## config.mk

```make
export PLATFORM = sky130hd
export DESIGN_NAME = recursion_controller_flat
export DESIGN_NICKNAME = d
export VERILOG_FILES = /design/src/rtl/recursion_controller_if.sv /design/src/rtl/recursion_controller.sv /design/src/flat_wrapper.sv
export SDC_FILE = /design/constraint.sdc
export NUM_CORES = 1
export LEC_CHECK = 0
export BUFFER_PORTS_ARGS = -buffer_cell sky130_fd_sc_hd__buf_2
export CAP_MARGIN = 20
export CORE_UTILIZATION = 53
export DETAILED_ROUTE_END_ITERATION = 8
export GPL_TIMING_DRIVEN = 0
export PLACE_DENSITY = 0.82
export SLEW_MARGIN = 0
export SYNTH_ARGS = -nofsm -noshare
export SYNTH_HDL_FRONTEND = slang
export SYNTH_SLANG_ARGS = --single-unit
```

## constraint.sdc

```tcl
create_clock -name clk -period 2.9 [get_ports clk]
set_input_delay 0.725 -clock clk [delete_from_list [all_inputs] [get_ports clk]]
set_output_delay 0.725 -clock clk [all_outputs]
set_load 0.05 [all_outputs]
```

## src/rtl/recursion_controller_if.sv

```systemverilog
// ---------------------------------------------------------------------------
// recursion_controller_if
//   Bundles the host handshake, the datapath strobes and the datapath status
//   lines of the recursion controller.
//   master : the controller side (drives ready/busy/finish/err/steps/strobes)
//   slave  : the host + datapath side (drives start and the status lines)
// Signals
//   start                       host request
//   ready, busy, finish, err    host status
//   steps[STEP_W]               CHECK visits in current/last run
//   load_init, updater, alu, res_updater, cal_res, poping, dont_check
//                               datapath strobes
//   updated, done, backtrack, cal_update
//                               datapath status
// ---------------------------------------------------------------------------
interface recursion_controller_if #(
  parameter int STEP_W = 10
);
  logic              start;
  logic              ready;
  logic              busy;
  logic              finish;
  logic              err;
  logic [STEP_W-1:0] steps;
  logic              load_init;
  logic              updater;
  logic              alu;
  logic              res_updater;
  logic              cal_res;
  logic              poping;
  logic              dont_check;
  logic              updated;
  logic              done;
  logic              backtrack;
  logic              cal_update;

  modport master (
    input  start, updated, done, backtrack, cal_update,
    output ready, busy, finish, err, steps,
           load_init, updater, alu, res_updater, cal_res, poping, dont_check
  );

  modport slave (
    output start, updated, done, backtrack, cal_update,
    input  ready, busy, finish, err, steps,
           load_init, updater, alu, res_updater, cal_res, poping, dont_check
  );
endinterface

```

## src/rtl/recursion_controller.sv

```systemverilog
// ---------------------------------------------------------------------------
// recursion_controller
//   Command-issuing FSM for the memoised-recursion datapath computing
//   value[n] = 2*value[n-1] + 3*value[n-2], value[0] = value[1] = 1.
//   Sequences the datapath strobes, watches the status lines, reports
//   completion to the host and aborts runaway runs with a CHECK-visit watchdog.
// Parameters
//   MAX_STEPS  CHECK visits allowed per run before err is raised
//   STEP_W     width of the step counter (2**STEP_W > MAX_STEPS)
// Ports
//   clk   rising-edge clock
//   rst   synchronous, active-low reset (0 = reset)
//   bus   recursion_controller_if.master (host handshake, strobes, status)
// ---------------------------------------------------------------------------
module recursion_controller #(
  parameter int MAX_STEPS = 1023,
  parameter int STEP_W    = 10
) (
  input  logic                           clk,
  input  logic                           rst,
  recursion_controller_if.master         bus
);

  typedef enum logic [3:0] {
    S_IDLE,
    S_LOAD,
    S_CHECK,
    S_UPD,
    S_WUPD,
    S_EVAL,
    S_DESC,
    S_CALC,
    S_WCAL,
    S_POP,
    S_FIN,
    S_FAIL
  } state_t;

  // Old step value at which the CHECK visit being made is the last allowed one.
  localparam logic [STEP_W-1:0] LIMIT = STEP_W'(MAX_STEPS - 1);

  state_t            r_state;
  state_t            w_state_next;
  logic [STEP_W-1:0] r_steps;
  logic              w_accept;

  // A start is honoured only from IDLE or FAIL; anywhere else it is dropped.
  assign w_accept = bus.start && ((r_state == S_IDLE) || (r_state == S_FAIL));

  // State register and step counter.
  always_ff @(posedge clk) begin
    if (!rst) begin
      r_state <= S_IDLE;
      r_steps <= '0;
    end else begin
      r_state <= w_state_next;
      if (w_accept) begin
        r_steps <= '0;
      end else if ((r_state == S_CHECK) && (r_steps != '1)) begin
        // Saturating so a host readout never sees a wrapped count.
        r_steps <= r_steps + STEP_W'(1);
      end
    end
  end

  // Next-state logic.
  always_comb begin
    w_state_next = r_state;
    unique case (r_state)
      S_IDLE:  if (bus.start) w_state_next = S_LOAD;
      S_LOAD:  w_state_next = S_CHECK;
      S_CHECK: begin
        // done outranks the watchdog on the final allowed visit.
        if (bus.done)              w_state_next = S_FIN;
        else if (r_steps == LIMIT) w_state_next = S_FAIL;
        else                       w_state_next = S_UPD;
      end
      S_UPD:   w_state_next = S_WUPD;
      S_WUPD:  if (bus.updated) w_state_next = S_EVAL;
      S_EVAL:  w_state_next = bus.backtrack ? S_CALC : S_DESC;
      S_DESC:  w_state_next = S_CHECK;
      S_CALC:  w_state_next = S_WCAL;
      S_WCAL:  if (bus.cal_update) w_state_next = S_POP;
      S_POP:   w_state_next = S_CHECK;
      S_FIN:   w_state_next = S_IDLE;
      S_FAIL:  if (bus.start) w_state_next = S_LOAD;
      default: w_state_next = S_IDLE;
    endcase
  end

  // Moore output decode.
  always_comb begin
    bus.ready       = (r_state == S_IDLE);
    bus.busy        = (r_state != S_IDLE) && (r_state != S_FAIL);
    bus.finish      = (r_state == S_FIN);
    // FAIL is left only through an accepted start, so err clears exactly then.
    bus.err         = (r_state == S_FAIL);
    bus.steps       = r_steps;
    bus.load_init   = (r_state == S_LOAD);
    bus.updater     = (r_state == S_UPD);
    bus.alu         = (r_state == S_EVAL);
    bus.res_updater = (r_state == S_DESC);
    bus.cal_res     = (r_state == S_CALC);
    bus.poping      = (r_state == S_POP);
    // Mask the datapath done check until the stack size has been loaded.
    bus.dont_check  = (r_state == S_IDLE) || (r_state == S_LOAD) ||
                      (r_state == S_FIN)  || (r_state == S_FAIL);
  end

endmodule
```

## src/flat_wrapper.sv

```systemverilog
// flat-port wrapper written by rule: the top's interface ports become plain ports
module recursion_controller_flat 
#(
  parameter int MAX_STEPS = 1023,
  parameter int STEP_W    = 10
)
  (clk, rst, bus_start, bus_updated, bus_done, bus_backtrack, bus_cal_update, bus_ready, bus_busy, bus_finish, bus_err, bus_steps, bus_load_init, bus_updater, bus_alu, bus_res_updater, bus_cal_res, bus_poping, bus_dont_check);
  recursion_controller_if #(.STEP_W(STEP_W)) bus_i ();
  input  logic clk;
  input  logic rst;
  input wire logic [$bits(bus_i.start)-1:0] bus_start;
  input wire logic [$bits(bus_i.updated)-1:0] bus_updated;
  input wire logic [$bits(bus_i.done)-1:0] bus_done;
  input wire logic [$bits(bus_i.backtrack)-1:0] bus_backtrack;
  input wire logic [$bits(bus_i.cal_update)-1:0] bus_cal_update;
  output wire logic [$bits(bus_i.ready)-1:0] bus_ready;
  output wire logic [$bits(bus_i.busy)-1:0] bus_busy;
  output wire logic [$bits(bus_i.finish)-1:0] bus_finish;
  output wire logic [$bits(bus_i.err)-1:0] bus_err;
  output wire logic [$bits(bus_i.steps)-1:0] bus_steps;
  output wire logic [$bits(bus_i.load_init)-1:0] bus_load_init;
  output wire logic [$bits(bus_i.updater)-1:0] bus_updater;
  output wire logic [$bits(bus_i.alu)-1:0] bus_alu;
  output wire logic [$bits(bus_i.res_updater)-1:0] bus_res_updater;
  output wire logic [$bits(bus_i.cal_res)-1:0] bus_cal_res;
  output wire logic [$bits(bus_i.poping)-1:0] bus_poping;
  output wire logic [$bits(bus_i.dont_check)-1:0] bus_dont_check;
  assign bus_i.start = bus_start;
  assign bus_i.updated = bus_updated;
  assign bus_i.done = bus_done;
  assign bus_i.backtrack = bus_backtrack;
  assign bus_i.cal_update = bus_cal_update;
  assign bus_ready = bus_i.ready;
  assign bus_busy = bus_i.busy;
  assign bus_finish = bus_i.finish;
  assign bus_err = bus_i.err;
  assign bus_steps = bus_i.steps;
  assign bus_load_init = bus_i.load_init;
  assign bus_updater = bus_i.updater;
  assign bus_alu = bus_i.alu;
  assign bus_res_updater = bus_i.res_updater;
  assign bus_cal_res = bus_i.cal_res;
  assign bus_poping = bus_i.poping;
  assign bus_dont_check = bus_i.dont_check;
  recursion_controller #(.MAX_STEPS(MAX_STEPS), .STEP_W(STEP_W)) u_core (.clk(clk), .rst(rst), .bus(bus_i));
endmodule
```

**After elaboration in Yosys (flattened, before gate mapping)**

Cells that the tools add are included.

- Word-level logic and storage cells: 41
- Output and inout bits: 21
- Register bits after elaboration: 14
- Input bits: 7

- Reduce and logical (&&, ||, !) cells: 13
- Bitwise operators: 1
- Multiplexer cells: 7
- Add/sub/neg operators: 1
- Equality and inequality tests: 17

Operators by type and width:

| cell | count |
|---|---|
| $pmux 4 s8 | 1 |
| $mux 4 | 5 |
| $eq 4x3->1 const B | 4 |
| $eq 4x4->1 const B | 4 |
| $add 10x1->10 const B | 1 |
| $eq 10x10->1 const B | 1 |
| $ne 10x10->1 const B | 1 |
| $eq 4x2->1 const B | 2 |
| $eq 4x1->1 const B | 1 |
| $logic_not 4->1 | 1 |
| $logic_or 1x1->1 | 4 |
| $ne 2x2->1 const B | 2 |
| $ne 4x4->1 const B | 1 |
| $reduce_bool 4->1 | 1 |
| $reduce_or 2->1 | 2 |
| $logic_and 1x1->1 | 3 |
| $reduce_and 3->1 | 1 |
| $reduce_or 3->1 | 1 |
| $ne 2x1->1 const B | 1 |
| $mux 1 | 1 |
| $not 1->1 | 1 |

**Longest topological paths before layout**

- Depth in word-level cells: 4
- Depth in mapped cells: 6
- Depth with buffers taken out: 6

**Worst setup path before layout**

No wires, ideal clock.

- Kind: reg-to-output
- From: register u_core.r_state[3]
- To: output bus_busy
- Path slack: -0.532 ns
- Data required time: 2.175 ns
- Buffers on the path: 1
- Data arrival time: 2.707 ns
- Cell stages (with the launch flop): 4
- Path through: dfxtp_1 > buf_6 > nor4_1 > nor2_1

- Cells in the longest elaborated chain, start to end: 2

RTL lines:

| item | RTL line | text |
|---|---|---|
| start, declared | recursion_controller.sv:42 | `state_t r_state;` |
| start signal, assigned | recursion_controller.sv:56 | `r_state <= w_state_next;` |
| $ne 4x4->1 or $reduce_bool 4->1 (tied branches) | recursion_controller.sv:94 | `bus.busy = (r_state != S_IDLE) && (r_state != S_FAIL);` |
| $logic_and 1x1->1 (*) | recursion_controller.sv:94 |  |
| end, declared | flat_wrapper.sv:17 | `output wire logic [$bits(bus_i.busy)-1:0] bus_busy;` |

Mark *: on every way between the ends. The rest lies on a longest branch, timed or not.

**Worst setup path after layout**

- From: register u_core.r_state[1]
- To: output bus_cal_res

- Cells in the longest elaborated chain, start to end: 1

RTL lines:

| item | RTL line | text |
|---|---|---|
| $eq 4x3->1 | recursion_controller.sv:103 | `bus.cal_res = (r_state == S_CALC);` |
| end, declared | flat_wrapper.sv:25 | `output wire logic [$bits(bus_i.cal_res)-1:0] bus_cal_res;` |

No other way between the ends.

==> impl_metrics.toml <==
[logic_synthesis]
yosysTopAreaCellShare = 0.311
syn_nets = 130
ys_top_cells_by_area = "sky130_fd_sc_hd__dfxtp_1 31%, sky130_fd_sc_hd__nor2_1 6.3%, sky130_fd_sc_hd__nand3_1 5.6%"
synth.largest_area_cell = "sky130_fd_sc_hd__dfxtp_1"
yosys_warnings = 0
syn_avg_cell_area_um2 = 7.45
ys_types = 35
syn-cell-area_um2 = 901
postSynthRegisterBits = 14
yosysSeqAreaShare = 0.311
syn-instance-count = 121

[finish]
mostFrequentLayoutCells = "28 x sky130_fd_sc_hd__buf_2, 15 x sky130_fd_sc_hd__nor2_1, 14 x sky130_fd_sc_hd__dfxtp_1, 10 x sky130_fd_sc_hd__nand2_1, 10 x sky130_fd_sc_hd__nand3_1"
nFillCells = 140
syn2layout_area_growth_pct = 22.6
share_of_post_route_cells_with_drive_strength_above_1 = 0.250
diodes = 0
final_nets = 162
commonest_non_fill_non_tap_cell_in_the_layout = "sky130_fd_sc_hd__buf_2"

[sta]
clock_skew_ps = 4.45
max_slew.worst_pin.slew_ps = 652
layout_worst_path_cycle_share = 0.852
finalSetupViolCount = 0
slew-limit-headroom = 0.561
fin_tns_setup_ps = 0
slew_violations = 0
finalCriticalPeriod_ps = 2470
finalHoldViolations = 0
finalWorstSetupSlack_ps = 430
hold-worst-slack_ps = 517
setup_repair_after_global_routing_missed_its_margin = "false"
clock.fmax_mhz = 405

[clock_tree]
clock_tree_from_tritoncts = "built"
post_cts_gate_resize_count = 0
h-tree-depth = 1
cts.clk_slew.worst_paths_ps = 90
clockBufferDepth = 2
post_cts_buffers = 0
numClockSinks = 14
clock_latency_ps = 280
clock_tree.root_cell = "sky130_fd_sc_hd__clkbuf_4"
tritoncts.num_buffers = 3
cts.hold.buffers_added = 0

[setup_path]
ff2ff_setup_slack_ps = 990
path_buf_inv = 2
r2r_start = "u_core.bus.steps[1]"
worstReg2RegEnd = "u_core.bus.steps[1]"
cp_top_family = "buffers and inverters"
critPathSlowestCell = "sky130_fd_sc_hd__dfxtp_1"
critPathKind = "register to output port"
endpoint_of_the_most_critical_setup_path = "bus_cal_res"
worst_ep_arrival_time_ps = 1740
endpoint_required_time_on_the_critical_path_ps = 2170
worstRegToRegCells = 5
crit_path_cell_trace = "clkbuf_1, nand2_1, nor2_1, buf_2"
worst_setup_path_end_kind = "output port"
timing.critical_path.slowest_cell_delay_ps = 470
setup.worst_path.start = "u_core.r_state[1]"
crit_path_max_fanout = 10
startpoint_type = "register"
worstSetupPathDepth = 4

[status]
run_status = "finished, final reports clean"

[grt]
grt_pass1_wl_mm = 3.75
grt_overflow_total = 0
grt_start_max_net_pins = 11
track_usage = 0.259
grt_pass1_vias = 853
antenna_found_initial = 0

[routing]
average_routed_wire_per_standard_cell_um = 12.6
dr_total_vias = 997
detailedRoute.firstPassIterationCount = 4
vias_per_cell = 5.93
post_detailed_route_count_of_antenna_violating_nets = 0
drtIter0Drc = 31
detail_route.wirelength_mm = 2.13
drc = 0

[die]
boundaryPins = 28
die_height_um = 43.2
die_area_mm2 = 0.00187
placeableCoreArea_mm2 = 0.00154
rows = 14
initial_core_util = 0.584
die_width_um = 43.2

[power_and_ir_drop]
cellPowerDensity_mw_per_mm2 = 800
ir_worst_vdd_v = 0.000483
power.leakage_uw = 0.000440

[placed_design]
detailedPlacementHpwl_mm = 1.55
numPortBuffers = 27
post_place_worst_slack_ps = 745
routabilityCongestion = 0.861

[run]
max_cap_viol_count = 0

[min_path]
worstHoldPathType = "register to register"
hp-start = "u_core.bus.steps[5]"
[registers in the layout, indices dropped and copies added, names as in the netlist]
| signal | count |
|---|---|
| u_core.r_state | 4 |
| u_core.bus.steps | 10 |
[metal layers]
layer | vias up | part of all wire | global-route usage
met3 | 2 | 0.065 | 0.0383
met4 | 0 | 0.0061 | 0.0909
met1 | 440 | 0.47 | 0.364
li1 | 510 | - | -
met5 | - | 0 | 0
met2 | 45 | 0.46 | 0.397
[power by group]
group,internal [µW],switching [µW]
Clock,76.4,68.6
Combinational,135,355
Sequential,213,35.0
Total,425,459
[tightest hold or removal path, stage by stage, from the launching register on]
cell                      delay, ps
sky130_fd_sc_hd__dfxtp_1        350
sky130_fd_sc_hd__o31ai_1         70
sky130_fd_sc_hd__a21oi_1         50
[per-stage QoR]
stage,utilization,area [µm²],total power [µW],cells
floorplan,-,913,638,121
global placement,0.693,1070,729,164
detailed placement,0.693,1070,735,164
CTS,0.717,1100,883,168
global route,0.717,1100,937,168
finish,0.717,1100,884,168
[area by class of cell]
| cell class | instances | area (µm²) | area share |
|---|---|---|---|
| Inverter | 6 | 22.5 | 0.0204 |
| Buffer | 6 | 31.3 | 0.0283 |
| Multi-Input combinational cell | 95 | 579 | 0.524 |
| Timing Repair Buffer | 27 | 135 | 0.122 |
| Sequential cell | 14 | 280 | 0.254 |
| Clock buffer | 4 | 36.3 | 0.0328 |
| Tap cell | 16 | 20.0 | 0.0181 |
[Yosys cell counts, drive strengths merged]
library cell / number
nand2b: 4
or4b: 1
xor2: 1
a2111oi: 1
or4: 1
a211oi: 1
nand3: 10
and3: 1
nand4: 1
nor2b: 1
a311oi: 1
nor4: 4
o31ai: 4
o21ai: 8
buf: 2
mux2: 1
clkbuf: 4
a31oi: 1
and4b: 1
or3: 3
o32ai: 1
nand4b: 1
nor4b: 1
mux2i: 3
dfxtp: 14
a21oi: 7
inv: 6
nand2: 10
xnor2: 1
nor3: 8
ha: 2
a32oi: 1
nor2: 15
[how the worst min path moves through the flow]
stage / endpoint / slack, ps / depth (start not counted)
2_1_floorplan: u_core.bus.steps[2] / 710 / 4
3_3_place_gp: u_core.bus.steps[5] / 490 / 2
3_5_place_dp: u_core.bus.steps[5] / 510 / 2
4_1_cts: u_core.bus.steps[5] / 520 / 2
5_1_grt: u_core.bus.steps[5] / 550 / 2
6_report: u_core.bus.steps[5] / 520 / 2
[cells by family after synthesis]
kind of cell / count (synthesis) / synth area share
flops: 14 / 0.311
simple gates: 62 / 0.365
mux: 4 / 0.0458
compound gates: 25 / 0.171
buf+inv: 12 / 0.0597
xor+xnor: 2 / 0.0194
fa+ha+maj: 2 / 0.0278
(Power assumes the default switching activity.)
